--- src/rtl/gate_lane_pkg.sv ---
// rtl/gate_lane_pkg.sv - gate modes and per-lane width conversion helper
package gate_lane_pkg;

  typedef enum logic [1:0] {
    MODE_NOT  = 2'b00,
    MODE_XOR  = 2'b01,
    MODE_NAND = 2'b10,
    MODE_PASS = 2'b11
  } mode_e;

  // Widest lane (in or out) the conversion helper supports.
  localparam int CONV_MAX = 64;

  typedef struct packed {
    logic [CONV_MAX-1:0] val;
    logic                trunc;
  } conv_t;

  // Bits below out_w are kept, bits of r at or above in_w never leak in,
  // so NOT/NAND results zero-extend rather than sign-fill.
  function automatic conv_t conv_lane(input logic [CONV_MAX-1:0] r,
                                      input int in_w, input int out_w);
    conv_t res;
    res.val   = '0;
    res.trunc = 1'b0;
    for (int i = 0; i < CONV_MAX; i++) begin
      if (i < in_w) begin
        if (i < out_w) res.val[i] = r[i];
        else           res.trunc  = res.trunc | r[i];
      end
    end
    return res;
  endfunction

endpackage

--- src/rtl/gate_lane_fifo.sv ---
// rtl/gate_lane_fifo.sv - DEPTH x W synchronous FIFO with level and held output
module gate_lane_fifo #(
  parameter int W     = 8,
  parameter int DEPTH = 2,
  localparam int LW   = $clog2(DEPTH + 1),
  localparam int PW   = (DEPTH > 1) ? $clog2(DEPTH) : 1
) (
  input  logic          clk,
  input  logic          rst_n,
  input  logic          wr_valid_i,
  output logic          wr_ready_o,
  input  logic [W-1:0]  wr_data_i,
  output logic          rd_valid_o,
  input  logic          rd_ready_i,
  output logic [W-1:0]  rd_data_o,
  output logic [LW-1:0] level_o
);

  logic [W-1:0]  mem_q [DEPTH];
  logic [PW-1:0] wr_ptr_q, wr_ptr_d, rd_ptr_q, rd_ptr_d;
  logic [LW-1:0] level_q, level_d;
  logic [W-1:0]  hold_q, hold_d;
  logic          push, pop;

  function automatic logic [PW-1:0] ptr_inc(input logic [PW-1:0] p);
    return (p == PW'(DEPTH - 1)) ? '0 : p + PW'(1);
  endfunction

  assign rd_valid_o = (level_q != '0);
  assign wr_ready_o = (level_q < LW'(DEPTH)) || rd_ready_i;
  assign push       = wr_valid_i && wr_ready_o;
  assign pop        = rd_valid_o && rd_ready_i;
  // When empty the port shows the last popped entry rather than a stale slot.
  assign rd_data_o  = rd_valid_o ? mem_q[rd_ptr_q] : hold_q;
  assign level_o    = level_q;

  always_comb begin
    wr_ptr_d = push ? ptr_inc(wr_ptr_q) : wr_ptr_q;
    rd_ptr_d = pop  ? ptr_inc(rd_ptr_q) : rd_ptr_q;
    hold_d   = pop  ? mem_q[rd_ptr_q]   : hold_q;
    level_d  = level_q;
    if (push && !pop)      level_d = level_q + LW'(1);
    else if (pop && !push) level_d = level_q - LW'(1);
  end

  always_ff @(posedge clk) begin
    if (!rst_n) begin
      wr_ptr_q <= '0;
      rd_ptr_q <= '0;
      level_q  <= '0;
      hold_q   <= '0;
    end else begin
      wr_ptr_q <= wr_ptr_d;
      rd_ptr_q <= rd_ptr_d;
      level_q  <= level_d;
      hold_q   <= hold_d;
    end
  end

  always_ff @(posedge clk) begin
    if (push) mem_q[wr_ptr_q] <= wr_data_i;
  end

endmodule

--- src/rtl/gate_lane_pipe.sv ---
// rtl/gate_lane_pipe.sv - multi-lane gate evaluator with width conversion and output FIFO
module gate_lane_pipe
  import gate_lane_pkg::*;
#(
  parameter int LANES = 4,
  parameter int IN_W  = 8,
  parameter int OUT_W = 12,
  parameter int DEPTH = 2
) (
  input  logic                             clk,
  input  logic                             rst_n,
  input  logic                             in_valid,
  output logic                             in_ready,
  input  logic [1:0]                       in_mode,
  input  logic [LANES-1:0][IN_W-1:0]       in_a,
  input  logic [LANES-1:0][IN_W-1:0]       in_b,
  output logic                             out_valid,
  input  logic                             out_ready,
  output logic [LANES-1:0][OUT_W-1:0]      out_data,
  output logic                             out_trunc,
  output logic                             trunc_sticky,
  output logic [$clog2(DEPTH+1)-1:0]       level
);

  localparam int DW = LANES * OUT_W;

  logic [LANES-1:0][OUT_W-1:0] res_data;
  logic [LANES-1:0]            lane_trunc;
  logic [LANES-1:0]            lane_unused;
  logic [DW:0]                 fifo_rd_data;
  logic                        push;
  logic                        trunc_sticky_q, trunc_sticky_d;

  for (genvar l = 0; l < LANES; l++) begin : g_lane
    logic [IN_W-1:0] r;
    conv_t           conv;

    always_comb begin
      r = in_a[l];
      case (mode_e'(in_mode))
        MODE_NOT:  r = ~in_a[l];
        MODE_XOR:  r = in_a[l] ^ in_b[l];
        MODE_NAND: r = ~(in_a[l] & in_b[l]);
        default:   r = in_a[l];
      endcase
    end

    assign conv           = conv_lane(CONV_MAX'(r), IN_W, OUT_W);
    assign res_data[l]    = conv.val[OUT_W-1:0];
    assign lane_trunc[l]  = conv.trunc;
    assign lane_unused[l] = ^conv.val;
  end

  gate_lane_fifo #(
    .W     (DW + 1),
    .DEPTH (DEPTH)
  ) u_fifo (
    .clk        (clk),
    .rst_n      (rst_n),
    .wr_valid_i (in_valid),
    .wr_ready_o (in_ready),
    .wr_data_i  ({|lane_trunc, res_data}),
    .rd_valid_o (out_valid),
    .rd_ready_i (out_ready),
    .rd_data_o  (fifo_rd_data),
    .level_o    (level)
  );

  assign push           = in_valid && in_ready;
  assign trunc_sticky_d = trunc_sticky_q | (push & (|lane_trunc));

  always_ff @(posedge clk) begin
    if (!rst_n) trunc_sticky_q <= 1'b0;
    else        trunc_sticky_q <= trunc_sticky_d;
  end

  assign out_data     = fifo_rd_data[DW-1:0];
  assign out_trunc    = fifo_rd_data[DW];
  assign trunc_sticky = trunc_sticky_q;

endmodule

--- config.mk ---
export PLATFORM = sky130hd
export DESIGN_NAME = gate_lane_pipe
export DESIGN_NICKNAME = d
export VERILOG_FILES = /design/src/rtl/gate_lane_pkg.sv /design/src/rtl/gate_lane_fifo.sv /design/src/rtl/gate_lane_pipe.sv
export SDC_FILE = /design/constraint.sdc
export NUM_CORES = 1
export LEC_CHECK = 0
export CAP_MARGIN = 20
export CORE_MARGIN = 2
export CORE_UTILIZATION = 55
export DETAILED_ROUTE_END_ITERATION = 8
export GPL_TIMING_DRIVEN = 1
export PLACE_DENSITY = 0.86
export SYNTH_ARGS = -nofsm -noshare
export SYNTH_HDL_FRONTEND = slang
export SYNTH_SLANG_ARGS = --single-unit
--- constraint.sdc ---
create_clock -name clk -period 3.3 [get_ports clk]
set_clock_uncertainty 0.05 [all_clocks]
set_input_delay 0.66 -clock clk [delete_from_list [all_inputs] [get_ports clk]]
set_output_delay 0.66 -clock clk [all_outputs]
set_load 0.1 [all_outputs]
-- Word level (Yosys, flattened, before mapping)
Memories as Yosys holds them, arrays and structs flattened. A register that Yosys moved wholly into a read port is not among the register bits.
Cells that the tools add are included.
- bits in read-only memories: 0
- bits in latches: 0
- output and inout port bits: 54
- input port bits: 70
- bits in registers: 53
- memories kept: 1
- word-level logic and storage cells: 51
- RAM bits: 64
- reduce and logical (&&, ||, !) cells: 10
- mux-type cells: 13
- shift operators: 0
- magnitude comparators: 1
- equal/unequal tests: 2
- bitwise gates (word level): 16
- $add $sub $neg: 4
- multiply operators: 0
- divide/modulo/power cells: 0
- memories (name ; depth ; bits a word ; rd ports ; clocked after Yosys merged registers in ; wr ports ; line ; RTL):
    u_fifo.mem_q ; 2 ; 32 ; 1 ; 1 ; 1 ; gate_lane_fifo.sv:19 ; logic [W-1:0] mem_q [DEPTH];
- operator list (cell ; number):
    $pmux 8 s3 ; 4
    $not 8->8 ; 8
    $mux 49 ; 1
    $and 8x8->8 ; 4
    $xor 8x8->8 ; 4
    $mux 1 ; 6
    $logic_and 1x1->1 ; 4
    $mux 2 ; 2
    $reduce_bool 2->1 ; 2
    $add 1x1->1 const B ; 2
    $add 2x1->2 const B ; 1
    $eq 2x1->1 const B ; 1
    $eq 2x2->1 const B ; 1
    $logic_not 1->1 ; 2
    $logic_not 2->1 ; 1
    $lt 2x2->1 const B ; 1
    $sub 2x1->2 const B ; 1
    $logic_or 1x1->1 ; 1

-- Depth between registers and ports, before layout
- word-level depth: 7
- mapped depth: 8
- depth with buffers taken out: 6

-- Modules after synthesis
A second synthesis with hierarchy kept.
- cell total of the unflattened synthesis: 660
- area total of the unflattened synthesis: 7661.1 µm²
- by module, submodules not included (module ; sequential area each (µm²) ; instances ; cells an instance ; area an instance (µm²)):
    gate_lane_fifo ; 4023.9 ; 1 ; 451 ; 6102.1
    gate_lane_pipe ; 0.0 ; 1 ; 209 ; 1559.0

-- Least setup slack after synthesis
Ideal clock, no wire load.
- kind: register to output
- start: register u_fifo.level_q[0] (netlist: u_fifo.level_o[0])
- end: output port out_data[30] (netlist bit)
- arrival: 3069 ps
- cell stages (with the launch flop): 5
- slack: -479 ps
- buffers on the path: 2
- data required time: 2590 ps
- path through: dfxtp_1 > or2_1 > buf_4 > buf_2 > a21oi_1
- RTL lines (item ; line ; RTL):
    start: declaration ; gate_lane_fifo.sv:21 ; logic [LW-1:0] level_q, level_d;
    start signal: assignment ; gate_lane_fifo.sv:55 ; level_q <= level_d;
    end: declaration ; gate_lane_pipe.sv:19 ; output logic [LANES-1:0][OUT_W-1:0] out_data,

==> flow_summary.ini <==
[placement]
portBuffers = 105
dp_hpwl_microns = 7594
post-place-ws_ns = 0.7345
routabilityCongestion = 0.7303
dp_cells = 709

[grt]
grt.met1_usage_pct = 21.28
gr-total-overflow = 0
grt_usage_pct = 18.81
use_met2_pct = 36.59
grt_max_degree = 66
antenna_found_initial = 0
use_met3_pct = 2.085
grt_pass1_vias = 3733
grt_pass1_wl_microns = 16910
grt-busiest-layer = met2

[worst_setup_path]
cp_max_fo = 27
start_kind = register
crit_path_max_incr_delay_ns = 0.53
crit_chain = or2_2 > buf_4 > nor2_1 > a21oi_2 > buf_12
r2r_start = u_fifo.level_o[0]$_SDFFE_PN0P_
critical_path.top_delay_family = simple AND/OR/NAND/NOR gates
path_class = register to output port
rrSetupSlack_ns = 1.47
r2r_end = u_fifo.hold_q[17]$_SDFFE_PN0P_
arrival_ns = 2.16
reg2regPathDepth = 4
critical_path_buf_inv_count = 2
worstSetupEndpointType = output port
required_ns = 2.59
cp_slowest_cell = or2_2

[clock_tree]
clk_path_buf_depth = 2
cts_inserted_buffers = 9
ctsRootBufferMaster = clkbuf_8
cts_resized = 0
postCtsSetupBuffers = 0
hold_buffers = 0
numClockSinks = 101
cts_tree = built
insertion_delay_ns = 0.34
clk_pin_slew_ns = 0.09
htree_levels = 3

[cells_and_area]
layout_common_cells = clkdlybuf4s50_1, edfxtp_1, mux2_1
drive_above_1_share_pct = 22.41
final_cells = 725
antenna_cells = 0
layout.cells.most_common = clkdlybuf4s50_1
area_growth_pct = 23.98
final_net_count = 687

[route]
dr_total_vias = 3833
via_per_inst = 5.287
drtAntennaViolNets = 0
drt-initial-drc-count = 159
route.detailed.drc = 0
routedWlPerCell_microns = 14.76
dr.pass1.iters = 4
postRouteWirelength_microns = 10700

[timing]
finalCritPeriodShare_pct = 86.93
worstMarginPinSlew_ns = 1.020
setup_violations = 0
maxSlewHeadroom_pct = 31.97
hold_viol = 0
fmax_mhz = 348.6
rsz0062_at_grt = no
fin_crit_ns = 2.869
fin_ws_ns = 0.4315
slew_viol_final = 0

[yosys]
synthCells = 496
syn-cell-area_sq_mm = 0.005719
synth_seq_cells = 101
synth_top_area_cell = edfxtp_1
async_flop_share_pct = 0
avgSynthCellArea_sq_um = 11.53
synthTopCellsByArea = edfxtp_1, dfxtp_1, mux2_1, ha_1, a211oi_2
synth_top_area_share_pct = 33.60
ys_types = 33
yosys_warnings = 0
ys_seq_area_share_pct = 46.55
synth-edff-count = 64
yosys_most_used_dff = edfxtp_1

[hold_path]
holdPathEnd = u_fifo.hold_q[2]$_SDFFE_PN0P_
hold_path.class = register to register
hold_start = u_fifo.hold_q[2]$_SDFFE_PN0P_
min_path_cells = 2

[job]
drv_cap = 0

[floorplanning]
core_sq_mm = 0.01023
die_y_microns = 106.0
rows = 37
initial_utilization_pct = 55.90
dieArea_sq_mm = 0.01123
io_pins = 124
dieWidth_microns = 106.0

[status]
status = finished clean
## tightest hold or removal path, delay by kind of cell (launching register included)
family,cells,cell delay [ns]
flops,1,0.32
simple gates,1,0.09
compound gates,1,0.05
## cell families (layout without fill, tap and decap cells)
group,after synthesis,count (layout),synth area share (%)
AND/OR/NAND/NOR,105,105,7.614
AO/OA/AOI/OAI,101,101,12.93
flip-flops,101,101,46.55
multiplexers,96,96,18.20
buffers and inverters,56,132,6.957
adder cells (fa/ha/maj),33,33,7.219
XOR/XNOR,3,3,0.4595
other,1,18,0.06557
## flip-flops by register name, indices dropped and copies added (netlist names), named ones only
signal	cells
u_fifo.rd_ptr_q	1
u_fifo.wr_ptr_q	1
u_fifo.level_o	2
u_fifo.hold_q	32
u_fifo.mem_q	64
## how the worst max path moves through the flow
stage	from	end	slack [ns]	depth (start not counted)
detailed placement	out_ready	u_fifo.mem_q[1][16]$_DFFE_PP_	0.73	3
global placement	out_ready	u_fifo.mem_q[1][17]$_DFFE_PP_	0.80	3
floorplan	u_fifo.level_o[0]$_SDFFE_PN0P_	out_data[30]	-0.48	4
CTS	u_fifo.level_o[0]$_SDFFE_PN0P_	out_data[5]	0.40	5
finish	u_fifo.level_o[0]$_SDFFE_PN0P_	out_data[5]	0.43	5
global route	u_fifo.level_o[0]$_SDFFE_PN0P_	out_data[12]	0.32	5
## cell type report
class                      count  area, sq um
fill                         735         3141
multi-input combinational    356         2813
sequential                   101         2664
timing repair buffer         113         1236
tap                          136        170.2
clock buffer                   9        123.9
clock inverter                 7        72.57
inverter                       3        11.26
## synth_stat cells (2+ instances only)
library cell and instances:
mux2i_1 32, edfxtp_1 64, buf_6 11, buf_2 9, buf_4 22, xor2_1 2, a211oi_1 3, a211oi_2 29
o21ai_1 32, a21oi_1 34, inv_2 2, nor2_2 10, nand2_1 32, nor2_1 57, mux2_1 60, clkbuf_1 3
mux2_2 4, buf_1 7, ha_1 33, dfxtp_1 37
## metrics by stage
step | cell area [sq um] | hold WS [ns] | utilization (%) | TNS [ns]
2_1_floorplan | 5866 | 0.4284 | - | -4.573
3_3_place_gp | 6894 | 0.4373 | 67.38 | 0
3_5_place_dp | 6894 | 0.4460 | 67.38 | 0
4_1_cts | 7091 | 0.4582 | 69.30 | 0
5_1_grt | 7091 | 0.4908 | 69.30 | 0
6_report | 7091 | 0.4553 | 69.30 | 0
## routing by layer
layer  vias up  part of all wire, %
met3        10                  3.1
li1       1928                    -
met4         0                  1.1
met1      1816                   40
met2        79                   56
met5         -                    0
Power is left out: the tool's default activity adds up to more than one toggle a clock period on the data nets, which glitch-free logic cannot reach.
